## config.mk

```make
export PLATFORM = sky130hd
export DESIGN_NAME = ifu
export DESIGN_NICKNAME = d
export VERILOG_FILES = /design/src/rtl/ifu.sv
export SDC_FILE = /design/constraint.sdc
export NUM_CORES = 1
export LEC_CHECK = 0
export BUFFER_PORTS_ARGS = -buffer_cell sky130_fd_sc_hd__buf_2
export CAP_MARGIN = 20
export CORE_ASPECT_RATIO = 1.2
export CORE_UTILIZATION = 32
export DETAILED_ROUTE_END_ITERATION = 10
export SYNTH_ARGS = -nofsm -noshare
export SYNTH_HDL_FRONTEND = slang
export SYNTH_SLANG_ARGS = --single-unit
```

## constraint.sdc

```tcl
create_clock -name clk -period 2.2 [get_ports clk]
set_input_delay 0.11 -clock clk [delete_from_list [all_inputs] [get_ports clk]]
set_output_delay 0.11 -clock clk [all_outputs]
set_load 0.01 [all_outputs]
```

## src/rtl/ifu.sv

```systemverilog
// Instruction fetch unit: PC register, bus fetch, redirect drain and IF/ID register.
// Optional IFU_MISALIGN_CHECK_EN adds the if_misaligned output and suppresses misaligned fetches.
`timescale 1ns/1ps
module ifu #(
  parameter int unsigned       XLEN         = 32,
  parameter logic [XLEN-1:0]   RESET_VECTOR = '0
) (
  input  logic            clk,
  input  logic            rst,
  output logic            ibus_read,
  output logic [XLEN-1:0] ibus_address,
  input  logic            ibus_waitrequest,
  input  logic [31:0]     ibus_readdata,
  input  logic            if_flush,
  input  logic            if_stall,
  input  logic            branch_take,
  input  logic [XLEN-1:0] branch_target,
  input  logic            trap_take,
  input  logic [XLEN-1:0] trap_target,
  output logic [XLEN-1:0] id_pc,
  output logic [31:0]     id_instruction,
  output logic            id_valid
`ifdef IFU_MISALIGN_CHECK_EN
  ,
  output logic            if_misaligned
`endif
);

  typedef enum logic {RUN, DRAIN} state_t;

  state_t          state;
  logic [XLEN-1:0] pc;
  logic [XLEN-1:0] pend_pc;
  logic [XLEN-1:0] redirect_target;
  logic            redirect;
  logic            accepted;
  logic            bus_busy;
  logic            misaligned_pc;

  assign redirect        = trap_take | branch_take;
  assign redirect_target = trap_take ? trap_target : branch_target;

`ifdef IFU_MISALIGN_CHECK_EN
  assign misaligned_pc = (pc[1:0] != 2'b00);
`else
  assign misaligned_pc = 1'b0;
`endif

  assign ibus_address = pc;
  assign ibus_read    = ~rst & ~misaligned_pc;
  assign accepted     = ibus_read & ~ibus_waitrequest;
  // Only an outstanding request has to be drained; an idle bus can redirect at once.
  assign bus_busy     = ibus_read & ibus_waitrequest;

  always_ff @(posedge clk) begin
    if (rst) begin
      state          <= RUN;
      pc             <= RESET_VECTOR;
      pend_pc        <= '0;
      id_valid       <= 1'b0;
      id_pc          <= '0;
      id_instruction <= 32'h0000_0013;
`ifdef IFU_MISALIGN_CHECK_EN
      if_misaligned  <= 1'b0;
`endif
    end else begin
      case (state)
        RUN: begin
          if (redirect) begin
            if (bus_busy) begin
              pend_pc <= redirect_target;
              state   <= DRAIN;
            end else begin
              pc <= redirect_target;
            end
          end else if (accepted && !if_stall) begin
            pc <= pc + XLEN'(4);
          end
        end
        DRAIN: begin
          if (redirect) pend_pc <= redirect_target;
          if (!bus_busy) begin
            // A redirect arriving in the final drain cycle is the newest one and wins.
            pc    <= redirect ? redirect_target : pend_pc;
            state <= RUN;
          end
        end
        default: state <= RUN;
      endcase

      if (if_flush || redirect || state == DRAIN) begin
        id_valid      <= 1'b0;
`ifdef IFU_MISALIGN_CHECK_EN
        if_misaligned <= 1'b0;
`endif
      end else if (!if_stall) begin
        id_pc          <= pc;
        id_instruction <= ibus_readdata;
        id_valid       <= accepted | misaligned_pc;
`ifdef IFU_MISALIGN_CHECK_EN
        if_misaligned  <= misaligned_pc;
`endif
      end
    end
  end

endmodule

```

After elaboration in Yosys (flattened, before gate mapping)
Index checks and enable logic that the tools add are counted.
- $add $sub $neg: 1
- multiply operators: 0
- divide/modulo/power cells: 0
- magnitude comparators: 0
- eq/ne operators: 5
- shifts and indexed selects: 0
- muxes and demuxes: 13
- bitwise logic cells: 8
- reductions and logical operators: 8
- operator list (cell ; count):
    $mux 32 ; 8
    $pmux 32 s2 ; 2
    $add 32x3->32 const B ; 1
    $ne 2x2->1 const B ; 3
    $ne 3x3->1 const B ; 2
    $not 1->1 ; 5
    $reduce_and 2->1 ; 2
    $reduce_and 3->1 ; 1
    $and 1x1->1 ; 2
    $logic_or 1x1->1 ; 2
    $mux 1 ; 2
    $pmux 1 s2 ; 1
    $reduce_or 2->1 ; 1
    $logic_and 1x1->1 ; 1
    $logic_not 1->1 ; 1
    $or 1x1->1 ; 1
- register bits: 130
- latch bits: 0
- RAM bits: 0
- ROM bits: 0
- input bits: 103
- word-level logic and storage cells: 41
- memories kept: 0

Depth between registers and ports, before layout
- depth in word-level cells: 6
- mapped depth: 8
- mapped depth without buffers: 6

Least setup slack after synthesis
No wires, ideal clock.
- path type: register to register
- from: reg pc[2] (netlist: ibus_address[2])
- to: reg pc[16] (netlist: ibus_address[16])
- library setup time: 0.067 ns
- data arrival time: 1.900 ns
- data required time: 2.133 ns
- slack: 0.233 ns
- cell stages (with the launch flop): 7
- period minus slack after synthesis: 1.967 ns
- cells stage by stage: dfxtp_1 > ha_1 > nand3_1 > or3_4 > or4_1 > a21o_1 > a21oi_2
- longest elaborated chain between the ends: 4
- ends and longest elaborated chain (what ; line ; source):
    start: declaration ; 32 ; logic [XLEN-1:0] pc;
    start signal: assignment ; 74 ; pc <= redirect_target;
    start signal: assignment ; 77 ; pc <= pc + XLEN'(4);
    start signal: assignment ; 84 ; pc <= redirect ? redirect_target : pend_pc;
    $add 32x3->32 ; 77 ;
    $mux 32 ; 76 ; end else if (accepted && !if_stall) begin
    $mux 32 ; 69 ; if (redirect) begin
    $pmux 32 s2 ; 67 ; case (state)
Every way passes these cells. The select of a mux whose other input is x is not followed.
A chain may end at the register's enable or synchronous reset.

Worst setup path in the final report
- from: reg state
- to: reg pend_pc[25]
- longest elaborated chain between the ends: 3
- elaborated cells between the ends (all ways): 5
- classes of those cells: eq/ne: 2; mux: 1; bitwise: 1; reduce/logical: 1
- ends and longest elaborated chain (what ; line ; source):
    start: declaration ; 31 ; state_t state;
    start signal: assignment ; 57 ; state <= RUN;
    start signal: assignment ; 72 ; state <= DRAIN;
    start signal: assignment ; 85 ; state <= RUN;
    $not 1->1 ; n/a ;
    $ne 2x2->1 (no line) ; n/a ;
    $reduce_and 2->1 (no line) ; n/a ;
    end signal: assignment ; 71 ; pend_pc <= redirect_target;
    end signal: assignment ; 81 ; if (redirect) pend_pc <= redirect_target;
    end: declaration ; 33 ; logic [XLEN-1:0] pend_pc;
Several ways; a longest one is shown, not always the timed one.

==> out/qor.csv <==
stage;metric;value;unit
run_status;status;completed;
synthesis;Seq cells post-synth;130;
critical_path;FF-to-FF End;pend_pc[25]$_SDFFE_PP0P_;
timing;Slew Limit Fails;0;
synthesis;Post-synth EDFFs;0;
placement;Placement Cell Area;7600;um^2
clock_tree;Reg clk slew, reported paths;0.06;ns
clock_tree;CTS tree;built;
timing;Setup violations, final;0;
die;CORE AREA;18900;um^2
layout;post-layout util;47.8;%
grt;initial antenna violation count;0;
critical_path;WP data arrival;2.43;ns
clock_tree;worst-case clock buffer depth;2;
clock_tree;Root Buffer;clkbuf_16;
job;Max Cap Viol;0;
drt;post-route ant nets;0;
layout;Antenna diodes;0;
die;die width;129;um
power_and_ir_drop;Static Leak;0.00390;uW
layout;Layout Nets;1188;
synthesis;post-synthesis cell count;822;
synthesis;most frequent cell after synthesis;nand2_1;
drt;vias per cell;4.96;
synthesis;share of the synthesized area in the top cell type;42.1;%
synthesis;cell area after synthesis;6180;um^2
synthesis;Simple-Gate Fraction of Synth Area;25.3;%
clock_tree;htree depth;4;
synthesis;post-synth cell types;48;
power_and_ir_drop;power per cell area;754;nW/um^2
layout;Layout area overhead;46.2;%
timing;FMAX;482;MHz
grt;Total GRT Usage;20.4;%
drt;router iterations before antenna repair;5;
synthesis;combinational family with the most area after synthesis;simple AND/OR/NAND/NOR gates;
die;die footprint;19900;um^2
synthesis;post-synthesis adder-cell area fraction;0.202;%
critical_path;CP required;2.56;ns
timing;max_slew headroom;42.1;%
grt;total gr overflow;0;
synthesis;post-synthesis mux area share;3.40;%
timing;Clock Skews;0.00994;ns
die;row count;55;
synthesis;syn_nets;926;
clock_tree;Num CTS Buffers;17;
grt;vias in the first global route;6073;
placement;dpl hpwl;13600;um
synthesis;Avg Cell Area, Syn;7.52;um^2
layout;post-route insts no fill;1353;
synthesis;Synth area leaders;dfxtp_1 (42%), nand2_1 (12%), a21oi_1 (11%), o21ai_0 (4.6%), clkbuf_1 (3.4%);
grt;first-pass GRT wire length;31800;um
die;Starting Density;32.7;%
clock_tree;Clock Latency Late Sink;0.42;ns
hold_path;Hold/Removal Path Class;input pin to flop;
critical_path;CP max FO;22;
layout;fill count;1892;
timing;Hold WS;0.0174;ns
critical_path;startpoint types;flop;
timing;Final Hold Viols;0;
timing;Period minus WS final;2.08;ns
drt;post-route DRC violation count;0;
synthesis;yosys warns;0;
hold_path;Hold Crit Start;trap_target[7];
hold_path;hold-critical path depth;3;
clock_tree;clock sink total;130;
layout;final instance area;9040;um^2
grt;largest net degree at the start of global routing;76;
timing;crit share post-route;94.4;%
power_and_ir_drop;Worst VDD drop;0.000488;V
critical_path;r2r worst-path depth;8;
timing;Setup TNS;0;ns
timing;Worst Max-Slew Pin Slew;0.868;ns
critical_path;crit end category;flop;
drt;wire length per cell;15.5;um
drt;Routed WL;21000;um
synthesis;Most used DFF post-synth;dfxtp_1;
layout;layout cells sized above 1;26.3;%
critical_path;WS Path Type;flop to flop;
drt;DR iter-0 viols;329;
synthesis;xor-xnor portion of the synthesized cell area;0;%
placement;gpl congestion;0.835;
drt;vias post-DR;6711;
hold_path;Hold EP;pend_pc[7]$_SDFFE_PP0P_;
synthesis;asr flop ratio synth;0;%
synthesis;cell taking the most area after synthesis;dfxtp_1;
critical_path;worst reg2reg startpoint;state$_SDFF_PP0_;
synthesis;post-synthesis compound-gate area fraction;24.1;%
die;die height;154;um
critical_path;register-to-register setup slack;0.12;ns
synthesis;Synth top cells by count;nand2_1 (193), a21oi_1 (131), dfxtp_1 (130);
die;io pins;201;
placement;port bufs;200;
synthesis;sequential area share after synthesis;42.1;%
placement;dpl cells;1251;
-- through the flow --
step | setup WS, ns | total power (uW)
floorplan | 0.233 | 3050
global placement | 0.187 | 3410
detailed placement | 0.171 | 3420
CTS | 0.0166 | 6860
global route | -0.0257 | 7090
finish | 0.124 | 6810
-- registers in the layout, summed over array words and instances, names as in the netlist --
signal / flops
ibus_address: 32
id_instruction: 32
id_pc: 32
pend_pc: 32
id_valid: 1
state: 1
-- report_power, final --
group          internal (uW)  total (uW)  switching [uW]  leakage (uW)
clock                   2220        3320            1090      0.000329
sequential              2470        2560            86.3       0.00106
combinational            430         942             512       0.00251
-- cells in the final DEF (no fill, tap or decap), types with 3 or more instances in the layout --
cell / count
a211oi_1: 13
nand3b_1: 12
buf_4: 40
buf_12: 4
mux2i_1: 21
a311oi_1: 21
dlygate4sd3_1: 66
a21o_1: 5
dfxtp_1: 129
nor4_1: 4
and2_1: 3
and3b_1: 16
a31oi_1: 14
clkbuf_16: 19
nand3_1: 12
clkinvlp_4: 3
bufinv_16: 6
o32ai_1: 3
nand4_1: 12
a21oi_1: 130
inv_1: 6
o21ai_0: 56
buf_2: 199
nor2_1: 51
nor3_1: 10
clkbuf_8: 3
nand2_1: 193
nand2b_1: 3
o211ai_1: 3
and3_1: 4
-- cell type report --
cell class	count	area [um^2]	share of cell area [%]
inverters	7	26.3	0.291
repair buffers	312	2100	23.2
well taps	256	320	3.54
clock buffers	20	467	5.16
flip-flops and latches	130	2600	28.8
multi-input cells	616	3300	36.5
clock inverters	12	225	2.49
-- worst max-delay path, cell delays in order, from the launching register on --
cell and delay, ns:
dfxtp_2 0.42, buf_12 0.17, inv_1 0.07, a21oi_4 0.15, buf_4 0.15, buf_12 0.16
nor2_1 0.05, a311oi_1 0.24, dlygate4sd3_1 0.58
-- worst max-delay path by stage --
stage                                             from                       endpoint  cells after the start
after floorplan           ibus_address[2]$_SDFFE_PP0P_  ibus_address[16]$_SDFFE_PP0P_                      6
after global placement                state$_SDFF_PP0_         id_pc[24]$_SDFFE_PP0P_                      6
after detailed placement              state$_SDFF_PP0_         id_pc[24]$_SDFFE_PP0P_                      6
after CTS                             state$_SDFF_PP0_        pend_pc[5]$_SDFFE_PP0P_                      7
after global routing                  state$_SDFF_PP0_       pend_pc[29]$_SDFFE_PP0P_                      8
final                                 state$_SDFF_PP0_       pend_pc[25]$_SDFFE_PP0P_                      8
-- per-layer routing --
metal / vias up / global-route usage, % / part of all wire [%]
met4: 0 / 5.38 / 1.1
met5: - / 0 / 0
met2: 221 / 32.9 / 46
met1: 3037 / 27.1 / 47
met3: 17 / 4.67 / 5.9
li1: 3436 / - / -
-- cell families after synthesis --
family	Yosys count
flip-flops	130
multiplexers	21
adder cells (fa/ha/maj)	1
AND/OR/NAND/NOR	336
buffers and inverters	76
AO/OA/AOI/OAI	258
-- repair_timing --
| action | CTS | global route |
|---|---|---|
| setup buffers | 0 | 2 |
| setup endpoints to repair | 0 | 8 |
| gates resized for setup | 0 | 5 |
| hold buffers | 66 | 0 |
| hold endpoints to repair | 51 | 0 |
Power figures use the tool's default switching activity.
